## src/rtl/dram_ring_arbiter.sv

```systemverilog
// Ring-buffer DRAM command arbiter: write-priority with a read starvation cap.
// Owns ring pointers, fill level, outstanding-read count and sticky overflow.
module dram_ring_arbiter #(
  parameter int          ADDR_W    = 24,
  parameter int          DEPTH     = 1024,
  parameter int unsigned BASE_ADDR = 0,
  parameter int          WR_BURST  = 8,
  parameter int          MAX_OUT   = 4
) (
  input  logic                     clk,
  input  logic                     rst,
  input  logic                     wr_req,
  output logic                     wr_ack,
  input  logic                     rd_req,
  output logic                     rd_ack,
  output logic                     dram_cmd_valid,
  output logic                     dram_cmd_rnw,
  output logic [ADDR_W-1:0]        dram_addr,
  input  logic                     dram_cmd_ack,
  input  logic                     dram_rd_val,
  input  logic                     clr_ovf,
  output logic [$clog2(DEPTH):0]   fill_level,
  output logic                     full,
  output logic                     empty,
  output logic                     overflow
);

  localparam int PTR_W  = $clog2(DEPTH);
  localparam int FILL_W = PTR_W + 1;
  localparam int OUT_W  = $clog2(MAX_OUT + 1);
  localparam int STK_W  = $clog2(WR_BURST + 1);

  localparam logic [1:0] ST_IDLE = 2'd0;
  localparam logic [1:0] ST_WR   = 2'd1;
  localparam logic [1:0] ST_RD   = 2'd2;

  logic [1:0]       state;
  logic [PTR_W-1:0] wr_ptr;
  logic [PTR_W-1:0] rd_ptr;
  logic [OUT_W-1:0] outstanding;
  logic [STK_W-1:0] wr_streak;
  logic             streak_inc;

  logic wr_el;
  logic rd_el;
  logic grant_rd;
  logic rd_accept;
  logic rd_val_eff;

  function automatic logic [PTR_W-1:0] ptr_inc(input logic [PTR_W-1:0] p);
    return (p == PTR_W'(DEPTH - 1)) ? '0 : p + PTR_W'(1);
  endfunction

  assign full       = (fill_level == FILL_W'(DEPTH));
  assign empty      = (fill_level == '0);
  assign wr_el      = wr_req & ~full;
  assign rd_el      = rd_req & ~empty & (outstanding < OUT_W'(MAX_OUT));
  assign grant_rd   = rd_el & (~wr_el | (wr_streak >= STK_W'(WR_BURST)));
  assign rd_accept  = (state == ST_RD) & dram_cmd_ack;
  assign rd_val_eff = dram_rd_val & (outstanding != '0);

  // DRAM handshake: a command transfers on a cycle where dram_cmd_valid and
  // dram_cmd_ack are both high; valid, rnw and addr stay frozen until then.
  always_ff @(posedge clk) begin
    if (!rst) begin
      state          <= ST_IDLE;
      wr_ptr         <= '0;
      rd_ptr         <= '0;
      fill_level     <= '0;
      outstanding    <= '0;
      wr_streak      <= '0;
      streak_inc     <= 1'b0;
      wr_ack         <= 1'b0;
      rd_ack         <= 1'b0;
      dram_cmd_valid <= 1'b0;
      dram_cmd_rnw   <= 1'b0;
      dram_addr      <= ADDR_W'(BASE_ADDR);
      overflow       <= 1'b0;
    end else begin
      wr_ack <= 1'b0;
      rd_ack <= 1'b0;
      case (state)
        ST_IDLE: begin
          if (grant_rd) begin
            state          <= ST_RD;
            dram_cmd_valid <= 1'b1;
            dram_cmd_rnw   <= 1'b1;
            dram_addr      <= ADDR_W'(BASE_ADDR) + ADDR_W'(rd_ptr);
          end else if (wr_el) begin
            state          <= ST_WR;
            dram_cmd_valid <= 1'b1;
            dram_cmd_rnw   <= 1'b0;
            dram_addr      <= ADDR_W'(BASE_ADDR) + ADDR_W'(wr_ptr);
            streak_inc     <= rd_el;
          end
        end
        ST_WR: begin
          if (dram_cmd_ack) begin
            state          <= ST_IDLE;
            dram_cmd_valid <= 1'b0;
            wr_ack         <= 1'b1;
            wr_ptr         <= ptr_inc(wr_ptr);
            fill_level     <= fill_level + FILL_W'(1);
            // Streak only counts writes that actually made a read wait.
            if (streak_inc && (wr_streak < STK_W'(WR_BURST)))
              wr_streak <= wr_streak + STK_W'(1);
          end
        end
        ST_RD: begin
          if (dram_cmd_ack) begin
            state          <= ST_IDLE;
            dram_cmd_valid <= 1'b0;
            rd_ack         <= 1'b1;
            rd_ptr         <= ptr_inc(rd_ptr);
            fill_level     <= fill_level - FILL_W'(1);
            wr_streak      <= '0;
          end
        end
        default: begin
          state          <= ST_IDLE;
          dram_cmd_valid <= 1'b0;
        end
      endcase

      if (rd_accept && !rd_val_eff)
        outstanding <= outstanding + OUT_W'(1);
      else if (!rd_accept && rd_val_eff)
        outstanding <= outstanding - OUT_W'(1);

      overflow <= (wr_req & full) | (overflow & ~clr_ovf);
    end
  end

endmodule

```

## config.mk

```make
export PLATFORM = sky130hd
export DESIGN_NAME = dram_ring_arbiter
export DESIGN_NICKNAME = d
export VERILOG_FILES = /design/src/rtl/dram_ring_arbiter.sv
export SDC_FILE = /design/constraint.sdc
export NUM_CORES = 1
export LEC_CHECK = 0
export ABC_CLOCK_PERIOD_IN_PS = 6250
export CAP_MARGIN = 20
export CORE_ASPECT_RATIO = 0.7
export CORE_MARGIN = 2
export CORE_UTILIZATION = 59
export DETAILED_ROUTE_END_ITERATION = 8
export PLACE_DENSITY = 0.86
export SKIP_CTS_REPAIR_TIMING = 1
export SLEW_MARGIN = 20
export SYNTH_ARGS = -nofsm -noshare
export SYNTH_HDL_FRONTEND = slang
export SYNTH_SLANG_ARGS = --single-unit
```

## constraint.sdc

```tcl
create_clock -name clk -period 6.25 [get_ports clk]
set_input_delay 1.25 -clock clk [delete_from_list [all_inputs] [get_ports clk]]
set_output_delay 1.25 -clock clk [all_outputs]
set_load 0.01 [all_outputs]
```

Yosys cells after proc, flatten, opt, wreduce, memory -nomap -nowiden:

Cells that the tools add are included.

* $add $sub $neg: 7
* $lt $le $gt $ge: 3
* equal/unequal tests: 10
* muxes and demuxes: 24
* bitwise gates (word level): 15
* reduce and logical (&&, ||, !) cells: 21

Operators by type and width (number)
* 24-bit 2-to-1 mux: 2
* 11-bit 2-to-1 mux: 2
* 11-bit case mux with 2 select lines: 1
* 10-bit by 1-bit adder with 10-bit output, second input constant: 2
* 10-bit equality test, second input constant: 2
* 10-bit 2-to-1 mux: 2
* 4-bit 2-to-1 mux: 3
* 2-bit AND reduction: 6
* 11-bit by 1-bit adder with 11-bit output, second input constant: 1
* 11-bit equality test, second input constant: 1
* 11-bit zero test: 1
* 11-bit by 1-bit subtractor with 11-bit output, second input constant: 1
* 1-bit AND: 8
* 4-bit case mux with 2 select lines: 1
* 1-bit 2-to-1 mux: 6
* 2-bit 2-to-1 mux: 3
* 3-bit 2-to-1 mux: 2
* 2-bit != test, second input constant: 3
* 3-bit AND reduction: 2
* 2-bit nonzero test: 3
* 1-bit inverter: 5
* 4-bit by 1-bit adder with 4-bit output, second input constant: 1
* 4-bit >= comparator, second input constant: 1
* 4-bit < comparator, second input constant: 1
* 16 further kinds: 20

* flip-flop bits (word level): 70
* input bits: 7
* output and inout port bits: 42
* logic and storage cells: 93

Logic depth before layout (Yosys ltp):

* depth after elaboration: 8
* gate-level depth with buffers: 14
* mapped depth without buffers: 10

Worst setup path before layout:

OpenSTA, ideal clock, no wires.

* path kind: register -> register
* from: register state[0]
* to: register fill_level[10]
* library setup time: 0.072 ns
* arrival: 2.906 ns
* required time: 6.178 ns
* path slack: 3.272 ns
* stages on the path, launching flop included: 15
* path buffers: 4
* period minus slack after synthesis: 2.978 ns
* cells stage by stage: dfxtp_1 inv_1 ha_1 buf_2 buf_2 buf_2 clkbuf_1 xor2_1 ha_1 a21o_1 a31oi_1 a21oi_1 a31oi_1 mux2i_1 mux2i_1

* cells in the longest elaborated chain, start to end: 3
* elaborated cells on any way between the ends: 7
* those cells by class: eq/ne (4); mux (1); reduce/logical (2)

RTL lines
* start, declared: line 37 `logic [1:0] state;`
* start signal, assigned: line 66 `state <= ST_IDLE;`
* start signal, assigned: line 85 `state <= ST_RD;`
* start signal, assigned: line 90 `state <= ST_WR;`
* 2-bit by 1-bit equality test with 1-bit output or 2-bit equality test (tied branches): line 82 `case (state)`
* 2-bit != test (no source line) or 2-bit nonzero test (tied branches)
* 3-bit AND reduction (no source line)
* end signal, assigned: line 103 `fill_level <= fill_level + FILL_W'(1);`
* end signal, assigned: line 115 `fill_level <= fill_level - FILL_W'(1);`
* end, declared: line 22 `output logic [$clog2(DEPTH):0] fill_level,`

Parallel ways exist; a longest one is shown, timed or not.
A chain may end at the register's enable or synchronous reset.

Worst setup path in the final report:

* from: register fill_level[4]
* to: output port empty

* cells in the longest elaborated chain, start to end: 1

RTL lines
* 11-bit zero test: line 55 `assign empty = (fill_level == '0);`
* end, declared: line 24 `output logic empty,`

Every way passes these cells.

==> results.yml <==
power:
  p_leak_nw: 1.481
  p_sw_frac: 0.3874
  power_frac_clock: 0.193
  vdd_drop_max_v: 0.0001622
  pwr_density_cell_mw_per_mm2: 345.9
  p_comb_frac: 0.441
  power.switching_w: 0.0005076
  fin_total_pwr_w: 0.001310
  p_int_w: 0.0008026
  sequentialPowerShare: 0.366
logic_synthesis:
  synth_top_family_by_area: "simple AND/OR/NAND/NOR gates"
  synthFlopType: "dfxtp_1"
  synthMuxAreaShare: 0.05320
  netlist_top_cells_count: "dfxtp_1 (56), nand2_1 (38), nor2_1 (28), o21ai_0 (26), a21oi_1 (24)"
  yosys-top-cells-area: "dfxtp_1 (33%), mux2i_1 (5.3%), ha_1 (4.4%)"
  synth.most_common_cell: "dfxtp_1"
  synth_edf_count: 0
  avgSynthCellArea_um2: 8.363
  synth_cell_type_count: 53
  synth_top_area_frac: 0.3310
  synth_simple_gate_area_frac: 0.2276
  synth_cells: 405
  synth_fa_ha_area_frac: 0.05024
  async_flop_share: 0
  synth_top_cell_by_area: "dfxtp_1"
  yosys_warnings: 0
  synth_compound_area_frac: 0.1880
  synth-xor-area-share: 0.06982
  syn_area_mm2: 0.003387
  yosysSeqAreaShare: 0.3310
  synth-seq-cells: 56
cells_and_area:
  nFillCells: 471
  num_antenna_cells: 0
  area.growth.synth_to_final_pct: 11.82
  nets: 444
  design_area_mm2: 0.003787
  final-instance-count-excl-fill: 500
  drive_gt1_frac: 0.04235
place:
  dp_hpwl_um: 5217
  io_buffers: 34
  dpl-instance-area_mm2: 0.003666
  placed_cells: 492
  gp_congestion: 0.8188
routing:
  vias_per_cell: 5.740
  routedWlPerCell_um: 14.68
  first_pass_iters: 4
  num_vias: 2870
  drt_iter0_drc: 253
  drcViolationCount: 0
  postRouteAntennaNets: 0
  routed_wl_um: 7339
sta:
  timing.fmax_mhz: 289.8
  finalSetupTns_ps: 0
  finalHoldViolCount: 0
  final-setup-viol-count: 0
  slew_violations: 0
  grt_setup_unrepaired: "no"
  maxSlewHeadroom: 0.3894
  finClkSkew_ps: 8.518
  post-route-period-util: 0.5521
  period_needed_ps: 3451
  worst_pin_slew_ps: 915.9
floorplanning:
  io_pins: 49
  rows: 23
  core_area_mm2: 0.005640
  die_x_um: 94.56
  fp.dieH_um: 67.39
  start_util: 0.6005
  dieArea_mm2: 0.006372
global_routing:
  grt_max_degree: 48
  antenna_found_initial: 0
  grt_pass1_wl_um: 12050
  overflow: 0
  track_usage: 0.2443
  use_met2: 0.3732
  use_met3: 0.06808
  grt_busiest_layer: "met2"
  grt_util_met1: 0.3462
  grt_pass1_vias: 2482
worst_setup_path:
  crit_path_top_delay_cell: "clkdlybuf4s50_1"
  endpoint_kind: "primary output"
  crit_type: "reg2out"
  cp.arrival_ps: 2200
  cp_max_fo: 9
  required_ps: 5000
  path_cells: "nor4_4 -> nand3_4 -> nor2_1 -> clkdlybuf4s50_1"
  slowest_delay_ps: 580
  start_kind: "flip-flop"
clocking:
  clock_path_buffers: 2
  path_clk_slew_ps: 100
  cts_max_level: 2
  clock-sinks: 56
  cts-root-buf: "clkbuf_8"
  cts_tree: "yes"
  clk_latency_ps: 320
  cts_buffers: 5
min_path:
  hold_path.class: "reg2reg"
flow_run:
  max_cap_viol_count: 0
status:
  status: "completed"
[cells by family after synthesis]
| kind of cell | after synthesis |
|---|---|
| AO/OA/AOI/OAI | 98 |
| XOR/XNOR | 27 |
| adder cells (fa/ha/maj) | 13 |
| buffers and inverters | 49 |
| flip-flops | 56 |
| multiplexers | 18 |
| other | 1 |
| AND/OR/NAND/NOR | 143 |
[through the flow]
| stage | hold slack (ps) | setup slack [ps] | util |
|---|---|---|---|
| 3_5_place_dp | 462.4 | 2545 | 0.6500 |
| 5_1_grt | 509.2 | 2664 | 0.6715 |
| 3_3_place_gp | 461.9 | 2703 | 0.6493 |
| 4_1_cts | 481.4 | 2785 | 0.6715 |
| 6_report | 478.4 | 2799 | 0.6715 |
| 2_1_floorplan | 448.1 | 3272 | - |
[final cells by class]
class / count / area (um^2) / area share
multi-input cells: 313 / 2051 / 0.5415
flip-flops and latches: 56 / 1121 / 0.2960
repair buffers: 36 / 355.3 / 0.09382
well taps: 75 / 93.84 / 0.02478
clock buffers: 6 / 82.58 / 0.02180
inverters: 12 / 45.04 / 0.01189
clock inverters: 2 / 38.79 / 0.01024
[state kept, by name (all words and copies together) (netlist names)]
register and flops:
wr_ptr 10, outstanding 3, streak_inc 1, dram_cmd_valid 1
rd_ack 1, state 2, dram_cmd_rnw 1, dram_addr 10
wr_ack 1, rd_ptr 10, overflow 1, wr_streak 4
fill_level 11
[critical path, delay by kind of cell, from the launching register on]
| family | cells | cell delay (ps) |
|---|---|---|
| simple gates | 3 | 860 |
| buf+inv | 1 | 580 |
| flops | 1 | 430 |
[placed cells by master (no fill, tap or decap), types with 6 or more instances in the layout]
cell,n
conb_1,14
a21oi_1,23
nor2b_1,8
xor2_1,14
a21boi_0,9
clkbuf_8,6
and2_1,12
nand2_1,38
o21ai_0,26
mux2i_1,18
ha_1,12
and3_1,8
nor2_1,28
dfxtp_1,56
nand3_1,14
clkdlybuf4s50_1,34
inv_1,12
nand2b_1,9
xnor2_1,13
nand4_1,6
[power groups by stage]
stage	Combinational (W)	Sequential (W)	Clock, W
2_1_floorplan	0.000419	0.000477	0
3_3_place_gp	0.000552	0.000483	0
3_5_place_dp	0.000574	0.000486	0
4_1_cts	0.000578	0.000478	0.000256
5_1_grt	0.000642	0.000488	0.000270
6_report	0.000578	0.000479	0.000253
[per-layer routing]
| layer | vias up | share of wire |
|---|---|---|
| met2 | 76 | 0.44 |
| met5 | - | 0 |
| met3 | 6 | 0.058 |
| met4 | 0 | 0.0082 |
| li1 | 1422 | - |
| met1 | 1366 | 0.49 |
[worst paths after layout]
kind,startpoint,end,slack (ps),cells past startpoint
hold reg to reg,dram_cmd_rnw,dram_cmd_rnw,480,2
setup / recovery,fill_level[4],empty,2800,4
hold / removal,dram_cmd_rnw,dram_cmd_rnw,480,2
setup reg to reg,state[0],outstanding[2],3250,10
Note: power is estimated with default switching activity, not from simulation.
